$ cat src/rtl/mmio_pkg.sv
// Shared definitions for the memory-mapped timer: register offsets, CTRL bit
// positions and the controller state encoding.
package mmio_pkg;

   localparam logic [3:0] OFF_CTRL     = 4'd0;
   localparam logic [3:0] OFF_LOAD     = 4'd1;
   localparam logic [3:0] OFF_COUNT    = 4'd2;
   localparam logic [3:0] OFF_STATUS   = 4'd3;
   localparam logic [3:0] OFF_PRESCALE = 4'd4;

   localparam int CTRL_EN = 0;
   localparam int CTRL_AR = 1;
   localparam int CTRL_IE = 2;

   typedef enum logic {
      ST_IDLE = 1'b0,
      ST_RUN  = 1'b1
   } state_t;

endpackage

$ cat src/rtl/tick_prescaler.sv
// Prescaler: counts 0..div while enabled and pulses tick on the wrap back to 0.
module tick_prescaler #(
   parameter int PRE_W = 8
) (
   input  logic             clock,
   input  logic             reset,
   input  logic             clear,
   input  logic             en,
   input  logic [PRE_W-1:0] div,
   output logic             tick
);

   logic [PRE_W-1:0] pcnt;
   logic             wrap;

   // >= keeps the period sane if div is lowered below pcnt mid-run
   assign wrap = (pcnt >= div);
   assign tick = en & wrap;

   always_ff @(posedge clock) begin
      if (!reset) begin
         pcnt <= '0;
      end else if (clear) begin
         pcnt <= '0;
      end else if (en) begin
         pcnt <= wrap ? '0 : pcnt + 1'b1;
      end
   end

endmodule

$ cat src/rtl/mmio_timer.sv
// Memory-mapped down-counting timer with prescaler, one-shot/auto-reload and
// a registered interrupt; reads are registered to match syncram latency.
//
//   state   | meaning
//   --------+-----------------------------------------------------------
//   ST_IDLE | stopped; COUNT and prescaler hold
//   ST_RUN  | prescaler running; COUNT decrements/reloads on each tick
module mmio_timer
   import mmio_pkg::*;
#(
   parameter logic [7:0] BASE  = 8'hFF,
   parameter int         PRE_W = 8
) (
   input  logic        clock,
   input  logic        reset,
   input  logic [11:0] address,
   input  logic [31:0] data,
   input  logic        wren,
   output logic [31:0] q,
   output logic        sel,
   output logic        irq
);

   state_t           state, state_nxt;
   logic [2:0]       ctrl;
   logic [31:0]      load;
   logic [31:0]      count;
   logic             expired;
   logic [PRE_W-1:0] prescale;
   logic             hit;
   logic [3:0]       off;
   logic             wr_ctrl, wr_load, wr_count, wr_status, wr_pre;
   logic             tick, expire, enter_run;
   logic [31:0]      rdata;

   assign hit       = (address[11:4] == BASE);
   assign off       = address[3:0];
   assign wr_ctrl   = hit & wren & (off == OFF_CTRL);
   assign wr_load   = hit & wren & (off == OFF_LOAD);
   assign wr_count  = hit & wren & (off == OFF_COUNT);
   assign wr_status = hit & wren & (off == OFF_STATUS);
   assign wr_pre    = hit & wren & (off == OFF_PRESCALE);

   // tick is only ever high in ST_RUN, since the prescaler is enabled there
   assign expire    = tick & (count == '0);
   assign enter_run = (state == ST_IDLE) & (state_nxt == ST_RUN);

   tick_prescaler #(.PRE_W(PRE_W)) u_pre (
      .clock (clock),
      .reset (reset),
      .clear (enter_run),
      .en    (state == ST_RUN),
      .div   (prescale),
      .tick  (tick)
   );

   always_ff @(posedge clock) begin
      if (!reset) state <= ST_IDLE;
      else        state <= state_nxt;
   end

   // A software CTRL write overrides a one-shot expiry in the same cycle
   always_comb begin
      state_nxt = state;
      case (state)
         ST_IDLE: if (wr_ctrl && data[CTRL_EN]) state_nxt = ST_RUN;
         ST_RUN: begin
            if (wr_ctrl)                        state_nxt = data[CTRL_EN] ? ST_RUN : ST_IDLE;
            else if (expire && !ctrl[CTRL_AR])  state_nxt = ST_IDLE;
         end
         default: state_nxt = ST_IDLE;
      endcase
   end

   always_comb begin
      rdata = '0;
      case (off)
         OFF_CTRL:     rdata[2:0]       = ctrl;
         OFF_LOAD:     rdata            = load;
         OFF_COUNT:    rdata            = count;
         OFF_STATUS:   rdata[0]         = expired;
         OFF_PRESCALE: rdata[PRE_W-1:0] = prescale;
         default:      rdata            = '0;
      endcase
   end

   always_ff @(posedge clock) begin
      if (!reset) begin
         ctrl     <= '0;
         load     <= '0;
         count    <= '0;
         expired  <= 1'b0;
         prescale <= '0;
         q        <= '0;
         sel      <= 1'b0;
         irq      <= 1'b0;
      end else begin
         if (wr_ctrl)                          ctrl <= data[2:0];
         else if (expire && !ctrl[CTRL_AR])    ctrl[CTRL_EN] <= 1'b0;

         if (wr_load) load     <= data;
         if (wr_pre)  prescale <= data[PRE_W-1:0];

         if (wr_count)                         count <= data;
         else if (expire && ctrl[CTRL_AR])     count <= load;
         else if (tick && count != '0)         count <= count - 32'd1;

         if (expire)                           expired <= 1'b1;
         else if (wr_status && data[0])        expired <= 1'b0;

         q   <= hit ? rdata : '0;
         sel <= hit;
         irq <= expired & ctrl[CTRL_IE];
      end
   end

endmodule

$ cat config.mk
export PLATFORM = sky130hd
export DESIGN_NAME = mmio_timer
export DESIGN_NICKNAME = d
export VERILOG_FILES = /design/src/rtl/mmio_pkg.sv /design/src/rtl/tick_prescaler.sv /design/src/rtl/mmio_timer.sv
export SDC_FILE = /design/constraint.sdc
export NUM_CORES = 1
export LEC_CHECK = 0
export BUFFER_PORTS_ARGS = -buffer_cell sky130_fd_sc_hd__buf_2
export CAP_MARGIN = 20
export CORE_MARGIN = 2
export CORE_UTILIZATION = 62
export DETAILED_ROUTE_END_ITERATION = 6
export MAX_ROUTING_LAYER = met4
export PLACE_DENSITY = 0.9
export SETUP_SLACK_MARGIN = 0.5
export SYNTH_ARGS = -nofsm -noshare
export SYNTH_HDL_FRONTEND = slang
export SYNTH_HIERARCHICAL = 1
export SYNTH_SLANG_ARGS = --single-unit
$ cat constraint.sdc
create_clock -name clock -period 5.6 [get_ports clock]
set_input_delay 1.12 -clock clock [delete_from_list [all_inputs] [get_ports clock]]
set_output_delay 1.12 -clock clock [all_outputs]
set_load 0.02 [all_outputs]
==> impl_metrics.ini, run 1 <==
[run_status]
status = complete, but fails checks
violations = DRC

[sta]
setup_ws_ns = 1.94
fin_tns_setup_ns = 0
period_share = 0.653
slew_headroom = 0.276
rsz0062_at_grt = no
setup_viol = 0
fmax_mhz = 274
worst_pin_slew_ns = 1.08
period_needed_ns = 3.66
hold_viol_final = 0
final_max_slew_viol_count = 0
skew_ns = 0.00853

[worst_setup_path]
crit_required_ns = 6.02
start_kind = flip-flop
cp-end-kind = flip-flop
reg2reg_depth = 11
path_max_fanout = 18
r2r-end = count[5]
crit_path_end = count[5]
regToRegSetupSlack_ns = 1.94
criticalPathCategory = flip-flop to flip-flop
worstPathArrival_ns = 4.08
rr_startpoint = prescale[5]
startpoint = prescale[5]

[clock_tree]
clock_latency_ns = 0.53
path_clk_slew_ns = 0.06
cts_root_buf = clkbuf_8
cts_tree = built
post_cts_buffers = 0
hold_buffers = 0
cts.repair.resized = 0
htreeDepth = 4
cts_buffers = 17
cts_buffer_depth = 2
clock-sinks = 119

[global_route]
grt_use_total = 0.349
grt_remaining_overflow = 0
grt_pass1_wl_um = 27800
grt_max_degree = 38
antenna_found_initial = 0
first_global_vias = 5775

[pwr]
leakagePower_nw = 2.82
p_int_mw = 1.57
switching_share = 0.214
ir_drop_v = 0.000174
pwr-share-seq = 0.423
power_frac_comb = 0.027
p_switching_mw = 0.430
cellPowerDensity_mw_per_mm2 = 288
pwr-share-clk = 0.550

[logic_synthesis]
synthCells = 758
synth_top_area_cell = dfxtp_1
synth_mux_area_frac = 0.0156
yosys.area_share.xor_xnor = 0.0441
yosysUniqueCellTypes = 65
yosys.area_share.simple = 0.279
synth_fa_ha_area_frac = 0.0227
netlist_area_mm2 = 0.00595
synth_top_area_frac = 0.400
synth-seq-area-share = 0.400
syn_area_per_cell_um2 = 7.85
synth_fp_nets = 815
synth_compound_area_frac = 0.184
synth_warnings = 6
synthArstFlopShare = 0
synth.area.top_cells = dfxtp_1 (40%), nand2_1 (11%), a21oi_1 (6.0%), nor2_1 (3.4%), a22oi_1 (3.2%)
synth-edff-count = 0
ys_ff_latch = 119
synth_top_family_by_area = simple AND/OR/NAND/NOR gates
synth-main-ff-cell = dfxtp_1

[drt]
firstDrtPassIters = 7
drt-wirelength-per-cell_um = 18.0
ant_nets = 0
drt_iter0_markers = 684
vias = 6023
via_per_inst = 6.36
route.detailed.drc = 5
routed_wl_um = 17100

[placement]
place.gp.congestion = 0.945
pre_cts_ws_ns = 2.15
io_buffers = 80
dpl.cell_count = 915
place_hpwl_um = 10500

[finish]
multiInputGateArea_mm2 = 0.00326
drive_above_1_share = 0.186
layout_commonest_cell = nand2_1
syn2layout_area_growth_pct = 16.9
nets = 862
fin_cells = 947
fillers = 632
seqCellArea_mm2 = 0.00238
diodes = 0
layout_common_cells = nand2_1 (175), dfxtp_1 (119), buf_2 (80)

[floorplanning]
rows = 35
dieWidth_um = 102
die_h_um = 102
core-area_mm2 = 0.00928
start_util = 0.641
dieArea_mm2 = 0.0104
pin_count = 81

[min_path]
hold_path.startpoint = load[8]
hold_class = flip-flop to flip-flop

[run]
max_cap_violations = 0
through the flow:
stage	hold WS (ns)	power, mW	instance area [um2]	util
after floorplan	0.433	0.887	5950	-
after global placement	0.447	0.914	6320	0.681
after detailed placement	0.463	0.916	6350	0.684
after CTS	0.475	2.00	6960	0.749
after global routing	0.496	2.04	6960	0.749
final	0.472	2.00	6960	0.749
routing by layer:
layer | up-vias | share of wire | GRT usage
met5 | - | 0 | -
met4 | 0 | 0.046 | 0.195
met2 | 423 | 0.48 | 0.550
met1 | 2745 | 0.38 | 0.412
li1 | 2747 | - | -
met3 | 108 | 0.098 | 0.0780
critical path, cell delays in order, from the launching register on:
cell,delay (ns)
dfxtp_1,0.37
inv_1,0.06
ha_1,0.28
and3_4,0.18
o2111a_1,0.18
a22o_1,0.70
and4_1,0.38
nand4_1,0.59
buf_8,0.41
nor2_1,0.12
a21oi_1,0.07
o211a_1,0.20
cells by family (layout without fill, tap and decap cells):
group / after synthesis / in the layout
flip-flops: 119 / 119
buffers and inverters: 76 / 136
AND/OR/NAND/NOR: 342 / 342
XOR/XNOR: 30 / 30
adder cells (fa/ha/maj): 11 / 11
AO/OA/AOI/OAI: 172 / 172
multiplexers: 8 / 8
Yosys cell counts, types with 7 or more instances:
library cell  number
dfxtp_1          119
clkbuf_1          49
o21ai_0           33
a21oi_1           71
nand2_1          175
xnor2_1           18
nor4_1            11
inv_1             12
nor3_1            14
ha_1              10
nand3_1           24
xor2_1            12
nor2_1            54
a22oi_1           25
mux2i_1            7
nand4_1           13
nor3_2            10
worst min-delay path by stage:
stage	endpoint	slack [ns]	depth (start not counted)
3_5_place_dp	load[1]	0.46	2
4_1_cts	load[8]	0.48	2
3_3_place_gp	ctrl[0]	0.45	2
5_1_grt	load[8]	0.50	2
2_1_floorplan	ctrl[0]	0.43	2
6_report	load[8]	0.47	2
registers in the layout, indices dropped and copies added, names as in the netlist:
register and cells:
sel 1, load 32, state 1, ctrl 3, q 32, u_pre/pcnt 8
irq 1, count 32, expired 1, prescale 8
power by group through the flow:
stage | Sequential (mW) | Clock, mW | Combinational, mW
4_1_cts | 0.847 | 1.10 | 0.0516
6_report | 0.847 | 1.10 | 0.0539
5_1_grt | 0.847 | 1.14 | 0.0561
3_3_place_gp | 0.865 | 0 | 0.0485
2_1_floorplan | 0.865 | 0 | 0.0214
3_5_place_dp | 0.865 | 0 | 0.0502
cell type report:
type | count | area share
clock buffers | 20 | 0.0655
clock inverters | 12 | 0.0216
inverters | 13 | 0.00701
multi-input cells | 563 | 0.469
flip-flops and latches | 119 | 0.342
well taps | 129 | 0.0232
repair buffers | 91 | 0.0716
No activity file was read; power rests on OpenSTA's default activity.
==> inputs of run 2 (changes only) <==
--- a/config.mk
+++ b/config.mk
@@ -5,13 +5,14 @@
 export SDC_FILE = /design/constraint.sdc
 export NUM_CORES = 1
 export LEC_CHECK = 0
+export ABC_AREA = 1
 export BUFFER_PORTS_ARGS = -buffer_cell sky130_fd_sc_hd__buf_2
 export CAP_MARGIN = 20
 export CORE_MARGIN = 2
-export CORE_UTILIZATION = 62
+export CORE_UTILIZATION = 53
 export DETAILED_ROUTE_END_ITERATION = 6
 export MAX_ROUTING_LAYER = met4
-export PLACE_DENSITY = 0.9
+export PLACE_DENSITY = 0.82
 export SETUP_SLACK_MARGIN = 0.5
 export SYNTH_ARGS = -nofsm -noshare
 export SYNTH_HDL_FRONTEND = slang
==> constraint.sdc (replaced) <==
create_clock -name clock -period 3 [get_ports clock]
set_input_delay 0.6 -clock clock [delete_from_list [all_inputs] [get_ports clock]]
set_output_delay 0.6 -clock clock [all_outputs]
set_load 0.02 [all_outputs]
==> run 2 against run 1 <==
Compared with the run above:
- non-clock buffer count is 13 higher
- clock skew up 0.0030 ns
- first-iteration DRC count fell by 10%
- largest cell class unchanged
- clock power is 100% higher
- fmax rose by 61%
- the run now ends clean
- register-to-register slack lost 1.2 ns
==> impl_metrics.ini, run 2 <==
[sta]
rsz0062_at_grt = no
hold_viol_final = 0
period_needed_ns = 2.28
skew_ns = 0.0115
final_max_slew_viol_count = 0
fmax_mhz = 439
fin_tns_setup_ns = 0
whs_ns = 0.422
setup_viol = 0
worst_pin_slew_ns = 0.568
period_share = 0.759
slew_headroom = 0.621

[pwr]
ir_drop_v = 0.000286
pwr-share-seq = 0.402
power_frac_comb = 0.025
switching_share = 0.199
p_total_mw = 3.93
p_int_mw = 3.15
pwr-share-clk = 0.572
cellPowerDensity_mw_per_mm2 = 498
leakagePower_nw = 3.57
p_switching_mw = 0.781

[placement]
place.gp.congestion = 1.05
io_buffers = 80
placed_area_mm2 = 0.00715
dpl.cell_count = 1201
place_hpwl_um = 12500

[logic_synthesis]
syn_area_per_cell_um2 = 6.73
synth_top_area_frac = 0.361
synth_common_cells = nand2_1 (231), nor2_1 (141), dfxtp_1 (119), inv_1 (102), a21oi_1 (56)
netlist_area_mm2 = 0.00660
synth_fp_nets = 1037
synth-main-ff-cell = dfxtp_1
ys_ff_latch = 119
synth-edff-count = 0
synth_warnings = 6
synthArstFlopShare = 0
synth_top_area_cell = dfxtp_1
synthCells = 980
yosysMostFrequentCell = nand2_1
synth-seq-area-share = 0.361
yosysUniqueCellTypes = 39
synth.area.top_cells = dfxtp_1 (36%), nand2_1 (13%), nor2_1 (8.0%), inv_1 (5.8%), a21oi_1 (4.2%)

[floorplanning]
die_h_um = 116
pin_count = 81
rows = 40
core-area_mm2 = 0.0121
dieArea_mm2 = 0.0134
dieWidth_um = 116
start_util = 0.547

[worst_setup_path]
worstPathArrival_ns = 2.62
path_max_fanout = 21
criticalPathCategory = flip-flop to flip-flop
rr_startpoint = prescale[5]
start_kind = flip-flop
cp-end-kind = flip-flop
startpoint = prescale[5]
crit_required_ns = 3.35

[global_route]
grt_use_total = 0.291
grt_max_degree = 44
antenna_found_initial = 0
first_global_vias = 6038
grt_remaining_overflow = 0
grt_pass1_wl_um = 29800

[drt]
via_per_inst = 5.35
vias = 6626
highest_layer = met4
drt_iter0_markers = 615
ant_nets = 0
firstDrtPassIters = 7
routed_wl_um = 18300
drt-wirelength-per-cell_um = 14.8
routedLengthMet1_um = 8400
route.detailed.drc = 0
met2WireLength_um = 8180
wl_met3_um = 1330

[run_status]
status = complete, no violations

[min_path]
hold_class = input port to flip-flop
hold_path.startpoint = data[19]

[clock_tree]
clock-sinks = 119
cts_buffer_depth = 2
cts_buffers = 17
path_clk_slew_ns = 0.05
clock_latency_ns = 0.43
cts_tree = built
htreeDepth = 4
cts_root_buf = clkbuf_16

[finish]
layout_common_cells = nand2_1 (230), nor2_1 (140), dfxtp_1 (119)
syn2layout_area_growth_pct = 19.7
final_area_mm2 = 0.00790
fillers = 1081
layout_commonest_cell = nand2_1
diodes = 0
nets = 1114
drive_above_1_share = 0.190
reg_top3 = count x32, load x32, q x32
fin_cells = 1238

[run]
max_cap_violations = 0
==> run 2: cell types whose count changed in the layout (fill, tap and decap cells not counted), moves of 19 or more <==
| cell | previous run | this run |
|---|---|---|
| nand4_1 | 13 | 37 |
| nor2_1 | 54 | 140 |
| nand2_1 | 175 | 230 |
| nand3_2 | 0 | 19 |
| nand3_1 | 24 | 50 |
| a22oi_1 | 25 | 0 |
| inv_1 | 12 | 100 |
==> run 2: worst max-delay path: stages, from the launching register on <==
cell and delay (ns):
dfxtp_1 0.34, inv_1 0.05, ha_1 0.30, nand2_1 0.09, nor2_1 0.17, nand4_1 0.12
nand3_1 0.10, nand2_1 0.10, inv_4 0.14, buf_12 0.19, nand3_4 0.14, clkinv_1 0.13
nand2_1 0.06, nand2_1 0.06, nand2_1 0.05, a21oi_1 0.16
==> run 2: path summary, 6_finish.rpt <==
path	slack, ns	endpoint	cells past startpoint
hold / removal	0.42	load[19]	3
setup / recovery	0.72	count[31]	15
hold reg to reg	0.47	irq	2
setup reg to reg	0.72	count[31]	15
==> run 2: area by class of cell <==
class | instances | area (um2) | share of cell area
Clock buffer | 24 | 482 | 0.0610
Clock inverter | 8 | 168 | 0.0212
Inverter | 108 | 412 | 0.0521
Multi-Input combinational cell | 707 | 3630 | 0.459
Sequential cell | 119 | 2380 | 0.302
Tap cell | 168 | 210 | 0.0266
Timing Repair Buffer | 104 | 618 | 0.0783
==> run 2: logic make-up (layout without fill, tap and decap cells) <==
family / Yosys count / in the layout / synth area share
simple gates: 535 / 536 / 0.372
buf+inv: 155 / 244 / 0.0965
compound gates: 136 / 136 / 0.118
flops: 119 / 119 / 0.361
xor+xnor: 24 / 24 / 0.0318
fa+ha+maj: 10 / 10 / 0.0190
mux: 1 / 1 / 0.00152
==> run 2: per-layer routing <==
metal / vias up / GRT usage
met5: - / -
met4: 0 / 0.120
met3: 38 / 0.0669
met2: 253 / 0.428
met1: 3002 / 0.384
li1: 3333 / -
==> run 2: stage by stage <==
step | setup slack, ns | utilization
2_1_floorplan | 1.01 | -
3_3_place_gp | 0.588 | 0.593
3_5_place_dp | 0.432 | 0.593
4_1_cts | 0.577 | 0.649
5_1_grt | 0.524 | 0.655
6_report | 0.724 | 0.655
==> run 2: power groups by stage <==
stage	clock network, mW	registers, mW	logic (mW)
global placement	0	1.62	0.0959
finish	2.25	1.58	0.0997
floorplan	0	1.62	0.0382
global route	2.36	1.58	0.107
CTS	2.27	1.58	0.0974
detailed placement	0	1.62	0.0966
==> run 2: what timing repair did <==
item,CTS,global route
pin swaps,1,1
gates resized for setup,3,6
gates cloned,0,1
hold endpoints to repair,0,0
setup endpoints to repair,32,29
setup buffers,1,3
hold buffers,0,0
==> inputs of run 3 (changes only) <==
--- a/config.mk
+++ b/config.mk
@@ -5,14 +5,14 @@
 export SDC_FILE = /design/constraint.sdc
 export NUM_CORES = 1
 export LEC_CHECK = 0
-export ABC_AREA = 1
+export ABC_AREA = 0
 export BUFFER_PORTS_ARGS = -buffer_cell sky130_fd_sc_hd__buf_2
 export CAP_MARGIN = 20
 export CORE_MARGIN = 2
-export CORE_UTILIZATION = 53
+export CORE_UTILIZATION = 52
 export DETAILED_ROUTE_END_ITERATION = 6
 export MAX_ROUTING_LAYER = met4
-export PLACE_DENSITY = 0.82
+export PLACE_DENSITY = 0.81
 export SETUP_SLACK_MARGIN = 0.5
 export SYNTH_ARGS = -nofsm -noshare
 export SYNTH_HDL_FRONTEND = slang
==> constraint.sdc (replaced) <==
create_clock -name clock -period 1.95 [get_ports clock]
set_input_delay 0.39 -clock clock [delete_from_list [all_inputs] [get_ports clock]]
set_output_delay 0.39 -clock clock [all_outputs]
set_load 0.02 [all_outputs]
==> run 3 against run 2 <==
Compared with the run above:
- fmax fell by 5.0%
- sequential share of layout area fell by 1.7 points
- setup slack worse by 1.2 ns
- non-clock buffer count increased by 119
- register-to-register slack worse by 1.2 ns
- final cell count shrank 12%
- largest power group unchanged
- first-iteration DRC count shrank 9.1%
- the flow now finishes with violations (setup timing)
==> impl_metrics.ini, run 3 (synthesis gave the netlist of run 1 again) <==
[run_status]
status = complete, but fails checks
violations = setup timing

[pwr]
power_frac_comb = 0.032
ir_drop_v = 0.000874
pwr-share-clk = 0.541
p_switching_mw = 1.26
p_total_mw = 5.69
cellPowerDensity_mw_per_mm2 = 677
leakagePower_nw = 3.57
switching_share = 0.222
pwr-share-seq = 0.427
p_int_mw = 4.43

[sta]
skew_ns = 0.00627
fin_tns_setup_ns = -11.28
final_max_slew_viol_count = 0
slew_headroom = 0.703
setup_viol = 35
whs_ns = 0.223
fmax_mhz = 418
period_share = 1.23
period_needed_ns = 2.39
rsz0062_at_grt = yes
worst_pin_slew_ns = 0.441
setup_ws_ns = -0.445
hold_viol_final = 0

[floorplanning]
rows = 39
start_util = 0.528
die_h_um = 111
dieWidth_um = 111
core-area_mm2 = 0.0113
pin_count = 81
dieArea_mm2 = 0.0123

[finish]
syn2layout_area_growth_pct = 41.4
reg_top3 = count x32, load x32, q x32
fillers = 784
nets = 994
diodes = 0
fin_util = 0.747
fin_cells = 1093
layout_commonest_cell = nand2_1
drive_above_1_share = 0.363
layout_common_cells = nand2_1 (173), buf_4 (123), dfxtp_1 (109)
final_area_mm2 = 0.00842

[drt]
vias = 6362
via_per_inst = 5.82
met2WireLength_um = 9350
routed_wl_um = 18600
route.detailed.drc = 0
drt_iter0_markers = 559
ant_nets = 0
drt-wirelength-per-cell_um = 17.0
wl_met3_um = 1280
highest_layer = met4
firstDrtPassIters = 5
routedLengthMet1_um = 7500

[worst_setup_path]
slowest_stage = a221o_1
start_kind = flip-flop
criticalPathCategory = flip-flop to flip-flop
rr_startpoint = prescale[7]
startpoint = prescale[7]
crit_required_ns = 2.26
worstPathArrival_ns = 2.71
path_max_fanout = 17
critical-path-max-stage-delay_ns = 0.34
path_cells = inv_2 > ha_4 > and3_4 > a221o_1 > a22o_1 > and4_4 > nand4_1 > buf_6 > buf_4 > a21oi_2 > o211a_1
cp-end-kind = flip-flop

[clock_tree]
htreeDepth = 4
path_clk_slew_ns = 0.06
cts_root_buf = clkbuf_16
hold_buffers = 0
clock_latency_ns = 0.42
cts_tree = built
clock-sinks = 119
cts_buffer_depth = 2
cts_buffers = 17

[run]
max_cap_violations = 0

[global_route]
antenna_found_initial = 0
first_global_vias = 6098
grt_pass1_wl_um = 29600
grt_max_degree = 37
grt_remaining_overflow = 0
grt_use_total = 0.304

[min_path]
hold_class = input port to flip-flop
hold_path.startpoint = data[26]

[placement]
placed_area_mm2 = 0.00737
io_buffers = 80
place.gp.congestion = 0.958
dpl.cell_count = 1042
place_hpwl_um = 12200
pre_cts_ws_ns = -0.445
run 3: what timing repair did:
item                       CTS  global route
buffers inserted            10             8
pin swaps                   23            19
gates cloned                 1             0
setup endpoints to repair   43            71
resized for setup           52            31
run 3: final cells by class:
cell class,count,area [um2],area share
multi-input combinational,563,3580,0.426
sequential,119,2390,0.285
clock inverter,13,130,0.0155
inverter,13,48.8,0.00580
tap,143,179,0.0213
timing repair buffer,223,1630,0.193
clock buffer,19,453,0.0538
run 3: path summary, 6_finish.rpt:
check	endpoint	slack, ns	cells past startpoint
worst max register to register	count[5]	-0.44	11
worst max-delay path	count[5]	-0.44	11
worst min register to register	ctrl[0]	0.47	2
worst min-delay path	load[26]	0.22	3
run 3: metal layers:
metal,up-vias,GRT usage
li1,3008,-
met1,3013,0.354
met2,292,0.512
met3,49,0.0656
met4,0,0.123
met5,-,-
run 3: critical path: cells and delay by family, from the launching register on:
kind,cells,cell delay (ns)
simple gates,3,0.49
buf+inv,3,0.40
compound gates,4,0.83
flops,1,0.33
fa+ha+maj,1,0.23
run 3: power by group through the flow:
stage | sequential (mW) | clock [mW] | combinational (mW)
6_report | 2.43 | 3.08 | 0.182
5_1_grt | 2.43 | 3.23 | 0.191
4_1_cts | 2.43 | 3.08 | 0.174
3_5_place_dp | 2.48 | 0 | 0.170
3_3_place_gp | 2.48 | 0 | 0.170
2_1_floorplan | 2.49 | 0 | 0.0822
